**config.mk**
```make
export PLATFORM = sky130hd
export DESIGN_NAME = alu_arbiter
export DESIGN_NICKNAME = d
export VERILOG_FILES = /design/src/rtl/alu_pkg.sv /design/src/rtl/alu_arbiter_rr_arb2.sv /design/src/rtl/alu_arbiter.sv
export SDC_FILE = /design/constraint.sdc
export NUM_CORES = 1
export LEC_CHECK = 0
export ABC_AREA = 1
export CAP_MARGIN = 15
export CORE_MARGIN = 3
export CORE_UTILIZATION = 42
export CTS_CLUSTER_SIZE = 30
export DETAILED_ROUTE_END_ITERATION = 8
export GPL_TIMING_DRIVEN = 0
export PLACE_DENSITY = 0.86
export REMOVE_ABC_BUFFERS = 1
export SKIP_LAST_GASP = 1
export SLEW_MARGIN = 10
export SYNTH_ARGS = -nofsm -noshare
export SYNTH_HDL_FRONTEND = slang
export SYNTH_HIERARCHICAL = 1
export SYNTH_SLANG_ARGS = --single-unit
```
**constraint.sdc**
```tcl
create_clock -name clk -period 3.64 [get_ports clk]
set_input_delay 0.728 -clock clk [delete_from_list [all_inputs] [get_ports clk]]
set_output_delay 0.728 -clock clk [all_outputs]
set_load 0.03 [all_outputs]
```
**src/rtl/alu_pkg.sv**
```systemverilog
// Shared definitions for the ALU arbiter: ALU op codes, arbiter states
// and default datapath widths.
package alu_pkg;

  localparam int DATA_W_DEF = 32;
  localparam int OP_W_DEF   = 4;

  localparam logic [3:0] OP_AND = 4'b0000;
  localparam logic [3:0] OP_OR  = 4'b0001;
  localparam logic [3:0] OP_ADD = 4'b0010;
  localparam logic [3:0] OP_SUB = 4'b0110;
  localparam logic [3:0] OP_SLT = 4'b0111;
  localparam logic [3:0] OP_NOR = 4'b1100;

  typedef enum logic [1:0] {
    IDLE = 2'd0,
    EXEC = 2'd1,
    RESP = 2'd2
  } arb_state_t;

endpackage

```
**src/rtl/alu_arbiter_rr_arb2.sv**
```systemverilog
// Two-way combinational round-robin grant. A lone valid requester always
// wins; when both are valid the one that did not win last time is chosen.
module rr_arb2
  import alu_pkg::*;
(
  input  logic [1:0] req_valid,
  input  logic       last_grant,
  output logic [1:0] gnt
);

  // one-hot grant, zero when nobody is requesting
  always_comb begin
    gnt = 2'b00;
    case (req_valid)
      2'b01:   gnt = 2'b01;
      2'b10:   gnt = 2'b10;
      2'b11:   gnt = last_grant ? 2'b01 : 2'b10;
      default: gnt = 2'b00;
    endcase
  end

endmodule

```
**src/rtl/alu_arbiter.sv**
```systemverilog
// Shares one external combinational ALU between two requesters.
//
// state | meaning
// IDLE  | waiting for a request; round-robin grant offered via req_ready
// EXEC  | ALU driven from latched op/operands; result captured at the edge
// RESP  | captured result offered to the owner until it accepts
module alu_arbiter
  import alu_pkg::*;
#(
  parameter int DATA_W = DATA_W_DEF,
  parameter int OP_W   = OP_W_DEF,
  parameter int N_REQ  = 2
) (
  input  logic                    clk,
  input  logic                    rst_n,
  input  logic [N_REQ-1:0]        req_valid,
  output logic [N_REQ-1:0]        req_ready,
  input  logic [N_REQ*OP_W-1:0]   req_op,
  input  logic [N_REQ*DATA_W-1:0] req_a,
  input  logic [N_REQ*DATA_W-1:0] req_b,
  output logic [N_REQ-1:0]        rsp_valid,
  input  logic [N_REQ-1:0]        rsp_ready,
  output logic [DATA_W-1:0]       rsp_result,
  output logic                    rsp_zero,
  output logic [OP_W-1:0]         alu_operation,
  output logic [DATA_W-1:0]       alu_data_a,
  output logic [DATA_W-1:0]       alu_data_b,
  input  logic [DATA_W-1:0]       alu_result,
  input  logic                    alu_zero
);

  if (N_REQ != 2) begin : g_bad_n_req
    $error("alu_arbiter supports exactly two requesters");
  end

  arb_state_t        state, state_d;
  logic              last_grant;
  logic              owner;
  logic [OP_W-1:0]   op_q;
  logic [DATA_W-1:0] a_q, b_q;
  logic [1:0]        gnt;
  logic              gnt_idx;
  logic              accept;
  logic              rsp_done;

  rr_arb2 u_rr_arb2 (
    .req_valid  (req_valid),
    .last_grant (last_grant),
    .gnt        (gnt)
  );

  assign gnt_idx = gnt[1];

  // ALU inputs come straight from the operand registers so they only move
  // when a new request is latched
  assign alu_operation = op_q;
  assign alu_data_a    = a_q;
  assign alu_data_b    = b_q;

  // next-state and handshake outputs
  always_comb begin
    state_d   = state;
    req_ready = '0;
    rsp_valid = '0;
    accept    = 1'b0;
    rsp_done  = 1'b0;
    case (state)
      IDLE: begin
        req_ready = gnt;
        if (gnt != 2'b00) begin
          accept  = 1'b1;
          state_d = EXEC;
        end
      end
      EXEC: state_d = RESP;
      RESP: begin
        rsp_valid[owner] = 1'b1;
        if (rsp_ready[owner]) begin
          rsp_done = 1'b1;
          state_d  = IDLE;
        end
      end
      default: state_d = IDLE;
    endcase
    // keep handshakes quiet while reset is held
    if (!rst_n) begin
      req_ready = '0;
      rsp_valid = '0;
      accept    = 1'b0;
      rsp_done  = 1'b0;
    end
  end

  // state, operand latch, result capture and round-robin history
  always_ff @(posedge clk) begin
    if (!rst_n) begin
      state      <= IDLE;
      last_grant <= 1'b1;
      owner      <= 1'b0;
      op_q       <= '0;
      a_q        <= '0;
      b_q        <= '0;
      rsp_result <= '0;
      rsp_zero   <= 1'b0;
    end else begin
      state <= state_d;
      if (accept) begin
        owner <= gnt_idx;
        if (gnt_idx) begin
          op_q <= req_op[OP_W +: OP_W];
          a_q  <= req_a[DATA_W +: DATA_W];
          b_q  <= req_b[DATA_W +: DATA_W];
        end else begin
          op_q <= req_op[0 +: OP_W];
          a_q  <= req_a[0 +: DATA_W];
          b_q  <= req_b[0 +: DATA_W];
        end
      end
      if (state == EXEC) begin
        rsp_result <= alu_result;
        rsp_zero   <= alu_zero;
      end
      if (rsp_done) last_grant <= owner;
    end
  end

endmodule

```
==> flow_summary_export.csv, run 1 <==
group,metric,value,unit
outcome,status,"completed",
sta,skew,6.187,ps
synth,yosys_warnings,6,
clock_tree,path_clk_slew,70,ps
sta,worst-slew-pin-transition,1011,ps
place,dpl.hpwl,11.66,mm
drt,avgRoutedWirePerCell,13.13,um
floorplan,pin_count,280,
place,gp_congestion,0.7829,
synth,ys_ff_latch,105,
sta,drv_slew,0,
global_route,overflow,0,
power,ir_drop,0.2676,mV
synth,netlist_instances,831,
drt,drc_errors,0,
synth,ys_top_cells_by_area,"dfxtp_1 42%, nand2_1 21%, inv_1 11%, nor2_1 10%, o21ai_0 9.2%",
drt,vias_per_cell,4.592,
synth,yosysTopAreaCellShare,41.75,%
synth,synth.distinct_cells,17,
drt,wirelength,16.13,mm
synth,yosysTopAreaCell,"dfxtp_1",
synth,yosysSeqAreaShare,41.75,%
clock_tree,cts_buffers,9,
sta,final.setup.worst_slack,274.2,ps
floorplan,start_util,43.54,%
drt,firstDrtPassIters,4,
sta,min_period_over_period,92.47,%
setup_path,critical_path_class,"primary input to primary output",
sta,setup_viol,0,
sta,fmax,0.2971,GHz
global_route,grt_pass1_vias,5038,
floorplan,die_x,115.5,um
drt,vias,5639,
floorplan,die_y,115.5,um
setup_path,worstPathRequired,2910,ps
global_route,grt_use_total,23.27,%
clock_tree,cts_buffer_depth,2,
synth,syn_area,5035,um^2
power,finalPower,3.386,mW
sta,period_minus_slack,3366,ps
min_path,hp-class,"register to register",
job,max-cap-violations,0,
final_layout,diodes,0,
final_layout,nNetsFinal,1255,
global_route,antenna_found_initial,0,
clock_tree,clk_latency,330,ps
setup_path,cp-start-kind,"primary input",
sta,slew_headroom,32.52,%
floorplan,die-area,13340,um^2
setup_path,endpoint_kind,"primary output",
clock_tree,cts_max_level,3,
final_layout,area_growth,62.75,%
clock_tree,clock_sinks,105,
setup_path,worstPathMaxFanout,24,
final_layout,drive_gt1_share,2.673,%
sta,rsz0062_at_grt,"no",
clock_tree,cts_tree,"built",
drt,detail-route-antenna-nets,0,
place,numPortBuffers,279,
drt,drtIter0Drc,324,
clock_tree,cts_root_buffer,"clkbuf_16",
final_layout,fill_cells,987,
power,power.leakage,3.845,nW
floorplan,core_area,11560,um^2
floorplan,rows,39,
global_route,grt_max_degree,70,
synth,avgSynthCellArea,6.059,um^2
setup_path,arrival,2640,ps
sta,finalHoldViolCount,0,
global_route,grt_pass1_wl,24.65,mm
power,power_density,413.2,nW/um^2
place,place_ws,-747.5,ps
==> path summary, 6_finish.rpt <==
| check | startpoint | to | slack, ps | cells after the start |
|---|---|---|---|---|
| worst max-delay path | req_valid[0] | req_ready[1] | 270 | 6 |
| worst min-delay path | rsp_result[22] | rsp_result[22] | 490 | 2 |
| worst max register to register | last_grant | alu_data_b[28] | 920 | 8 |
| worst min register to register | rsp_result[22] | rsp_result[22] | 490 | 2 |
==> stage by stage <==
step | cell area, um^2 | cells | hold slack (ps) | TNS (ps) | utilization, %
floorplan | 4801 | 784 | 438.4 | -149390 | -
global placement | 7772 | 1206 | 453.5 | -427130 | 67.21
detailed placement | 7864 | 1209 | 471.0 | -47860 | 68.00
CTS | 8194 | 1228 | 488.0 | 0 | 70.85
global route | 8194 | 1228 | 505.0 | 0 | 70.85
finish | 8194 | 1228 | 485.4 | 0 | 70.85
==> synth_stat cells, drive strengths merged <==
| master | n |
|---|---|
| nand2 | 285 |
| inv | 147 |
| nor2 | 138 |
| dfxtp | 105 |
| o21ai | 101 |
| buf | 25 |
| clkbuf | 22 |
| nand3 | 4 |
| a21oi | 3 |
| o22ai | 1 |
==> metal layers <==
metal | part of all wire [%] | track usage (%)
met2 | 49 | 41.09
met1 | 37 | 25.71
met3 | 11 | 9.034
met5 | 0.031 | 0
met4 | 2.4 | 7.512
==> cells in the final DEF (no fill, tap or decap), types with 2 or more instances in the layout <==
| master | instances |
|---|---|
| nand2_1 | 283 |
| buf_4 | 2 |
| inv_6 | 2 |
| o21ai_1 | 8 |
| nand3_1 | 3 |
| a21oi_1 | 2 |
| nor2_1 | 137 |
| dfxtp_1 | 105 |
| nand3_4 | 2 |
| o21ai_0 | 93 |
| clkdlybuf4s50_1 | 278 |
| buf_16 | 2 |
| clkbuf_16 | 9 |
| inv_1 | 146 |
==> flip-flops by register name, indices dropped and copies added (netlist names) <==
signal,flops
alu_data_a,32
alu_data_b,32
rsp_result,32
alu_operation,4
state,2
last_grant,1
owner,1
rsp_zero,1
==> layout make-up <==
class	count	area, um^2	share of cell area (%)
Inverter	147	554.3	6.764
Multi-Input combinational cell	534	2197	26.81
Tap cell	143	178.9	2.184
Clock buffer	10	239.0	2.916
Timing Repair Buffer	283	2873	35.06
Sequential cell	105	2102	25.65
Clock inverter	6	50.05	0.6108
==> worst max-delay path: stages <==
cell and delay [ps]:
clkdlybuf4s50_1 570, a21oi_4 280, buf_16 190, nand3_1 110
inv_1 80, clkdlybuf4s50_1 670
==> where the power goes <==
part	leakage [nW]	internal [mW]	switching, mW
Clock	0.141	0.493	0.447
Sequential	0.862	1.26	0.0560
Combinational	2.84	0.496	0.631
Total	3.85	2.25	1.13
==> repair_timing <==
action | in CTS | in global routing
buffers inserted | 1 | 0
endpoints found under the hold margin | 0 | 0
hold buffers | 0 | 0
setup endpoints to repair | 69 | 0
gates resized for setup | 3 | 0
==> cells by family after synthesis <==
kind of cell / Yosys count / share of synthesized area (%)
compound gates: 105 / 10.46
buf+inv: 194 / 15.61
flops: 105 / 41.75
simple gates: 427 / 32.18
Note: power is estimated with default switching activity, not from simulation.
==> run 2, diff against run 1 <==
CORE_ASPECT_RATIO = 0.5   (was unset)
SETUP_SLACK_MARGIN = 0.1   (was unset)
==> flow_summary_export.csv, run 2 (same netlist as run 1, synthesis figures left out) <==
group,metric,value,unit
sta,whs,485.3,ps
setup_path,worstPathRequired,2910,ps
global_route,grt_max_degree,81,
sta,period_minus_slack,3113,ps
sta,finalSetupTns,0,ps
setup_path,cp-start-kind,"primary input",
final_layout,drive_gt1_share,2.493,%
place,dpl.hpwl,11.13,mm
floorplan,die_x,160.8,um
place,dp_cells,1225,
clock_tree,cts_tree,"built",
final_layout,final_cell_mix,"283 x nand2_1, 278 x clkdlybuf4s50_1, 146 x inv_1",
place,place_ws,-395.1,ps
power,power_density,412.5,nW/um^2
setup_path,worstPathMaxFanout,3,
floorplan,die-area,13420,um^2
global_route,grt_use_met2,41.11,%
drt,vias,5551,
power,power.leakage,3.835,nW
final_layout,multiInputGateArea,2171,um^2
min_path,hold_path_depth,2,
clock_tree,cts_max_level,3,
sta,min_period_over_period,85.52,%
power,ir_drop,0.2396,mV
drt,drc_errors,0,
final_layout,register_area,2102,um^2
drt,wirelength,15.49,mm
drt,detail-route-antenna-nets,0,
final_layout,fill_cells,947,
setup_path,cp_slowest_cell,"clkdlybuf4s50_1",
floorplan,start_util,44.36,%
global_route,top_usage_layer,"met2",
drt,vias_per_cell,4.469,
sta,drv_slew,0,
setup_path,arrival,2380,ps
drt,firstDrtPassIters,4,
sta,setup_viol,0,
sta,fmax,0.3212,GHz
setup_path,critical_path_class,"primary input to primary output",
sta,slew_headroom,31.70,%
clock_tree,cts_root_buffer,"clkbuf_16",
clock_tree,clk_latency,350,ps
global_route,grt_use_total,21.86,%
setup_path,r2r_start,"last_grant",
place,numPortBuffers,279,
floorplan,core_area,11350,um^2
min_path,hp-class,"register to register",
floorplan,die_y,83.42,um
final_layout,final_area,8187,um^2
power,finalPower,3.377,mW
drt,drtIter0Drc,355,
place,placedInstanceArea,7876,um^2
setup_path,path_cells,"clkdlybuf4s50_1, inv_1, a21oi_4, nand3_1, inv_1, clkdlybuf4s50_1",
final_layout,fin_util,72.12,%
setup_path,slowest_delay,690,ps
global_route,grt_pass1_vias,4925,
job,max-cap-violations,0,
global_route,grt_pass1_wl,24.13,mm
sta,skew,9.436,ps
clock_tree,cts_resized,1,
clock_tree,cts_buffer_depth,2,
sta,rsz0062_at_grt,"no",
min_path,min_from,"rsp_result[29]",
sta,finalHoldViolCount,0,
final_layout,area_growth,62.60,%
setup_path,reg2reg_depth,9,
clock_tree,cts_buffers,9,
clock_tree,path_clk_slew,80,ps
sta,worst-slew-pin-transition,1022,ps
setup_path,crit_path_start,"req_valid[1]",
sta,final.setup.worst_slack,527.1,ps
floorplan,rows,27,
floorplan,pin_count,280,
global_route,use_met1,24.37,%
final_layout,nNetsFinal,1253,
clock_tree,postCtsSetupBuffers,0,
final_layout,diodes,0,
global_route,globalRouteMet3Util,5.580,%
outcome,status,"completed",
clock_tree,holdBufCountCts,0,
global_route,antenna_found_initial,0,
final_layout,layout_commonest_cell,"nand2_1",
place,gp_congestion,0.8166,
final_layout,layoutNonFillerInstCount,1242,
clock_tree,clock_sinks,105,
setup_path,endpoint_kind,"primary output",
global_route,overflow,0,
drt,avgRoutedWirePerCell,12.47,um
==> run 2: cell types whose count changed in the layout (fill, tap and decap cells not counted) <==
cell        before  now
clkbuf_8         1    0
a21oi_2          1    0
inv_2            0    1
buf_12           1    3
clkinv_4         1    0
clkinvlp_4       1    2
inv_8            1    2
buf_4            2    1
inv_4            1    0
buf_16           2    1
nand3_4          2    1
==> run 2: final cells by class <==
type	count	area share, %
timing repair buffer	283	35.15
multi-input combinational	532	26.52
sequential	105	25.68
inverter	147	6.740
clock buffer	9	2.751
tap	159	2.430
clock inverter	7	0.7336
==> run 2: worst max-delay path: cells and delay by family <==
| kind | cells | cell delay [ps] |
|---|---|---|
| AND/OR/NAND/NOR | 1 | 130 |
| AO/OA/AOI/OAI | 1 | 200 |
| buffers and inverters | 4 | 1330 |
==> run 2: layer usage <==
metal / wire length [um] / part of all wire, % / vias up
li1: - / - / 2918
met1: 6241 / 40 / 2461
met2: 8113 / 52 / 146
met3: 838 / 5.4 / 26
met4: 300 / 1.9 / 0
met5: 0 / 0 / -
==> run 2: path summary, 6_finish.rpt <==
| kind | to | slack [ps] |
|---|---|---|
| worst max register to register | alu_data_b[24] | 1110 |
| worst min register to register | rsp_result[29] | 490 |
| worst max-delay path | req_ready[1] | 530 |
| worst min-delay path | rsp_result[29] | 490 |
==> run 2: report_power, final <==
| part | total, mW | internal [mW] | switching, mW |
|---|---|---|---|
| logic | 1.11 | 0.497 | 0.615 |
| clock network | 0.946 | 0.478 | 0.468 |
| registers | 1.32 | 1.26 | 0.0559 |
==> run 3, diff against run 2 <==
CORE_ASPECT_RATIO = unset   (was 0.5)
CTS_CLUSTER_DIAMETER = 60   (was unset)
==> results of run 3 <==
No change in the layout: final DEF, timing and power equal those of run 1.
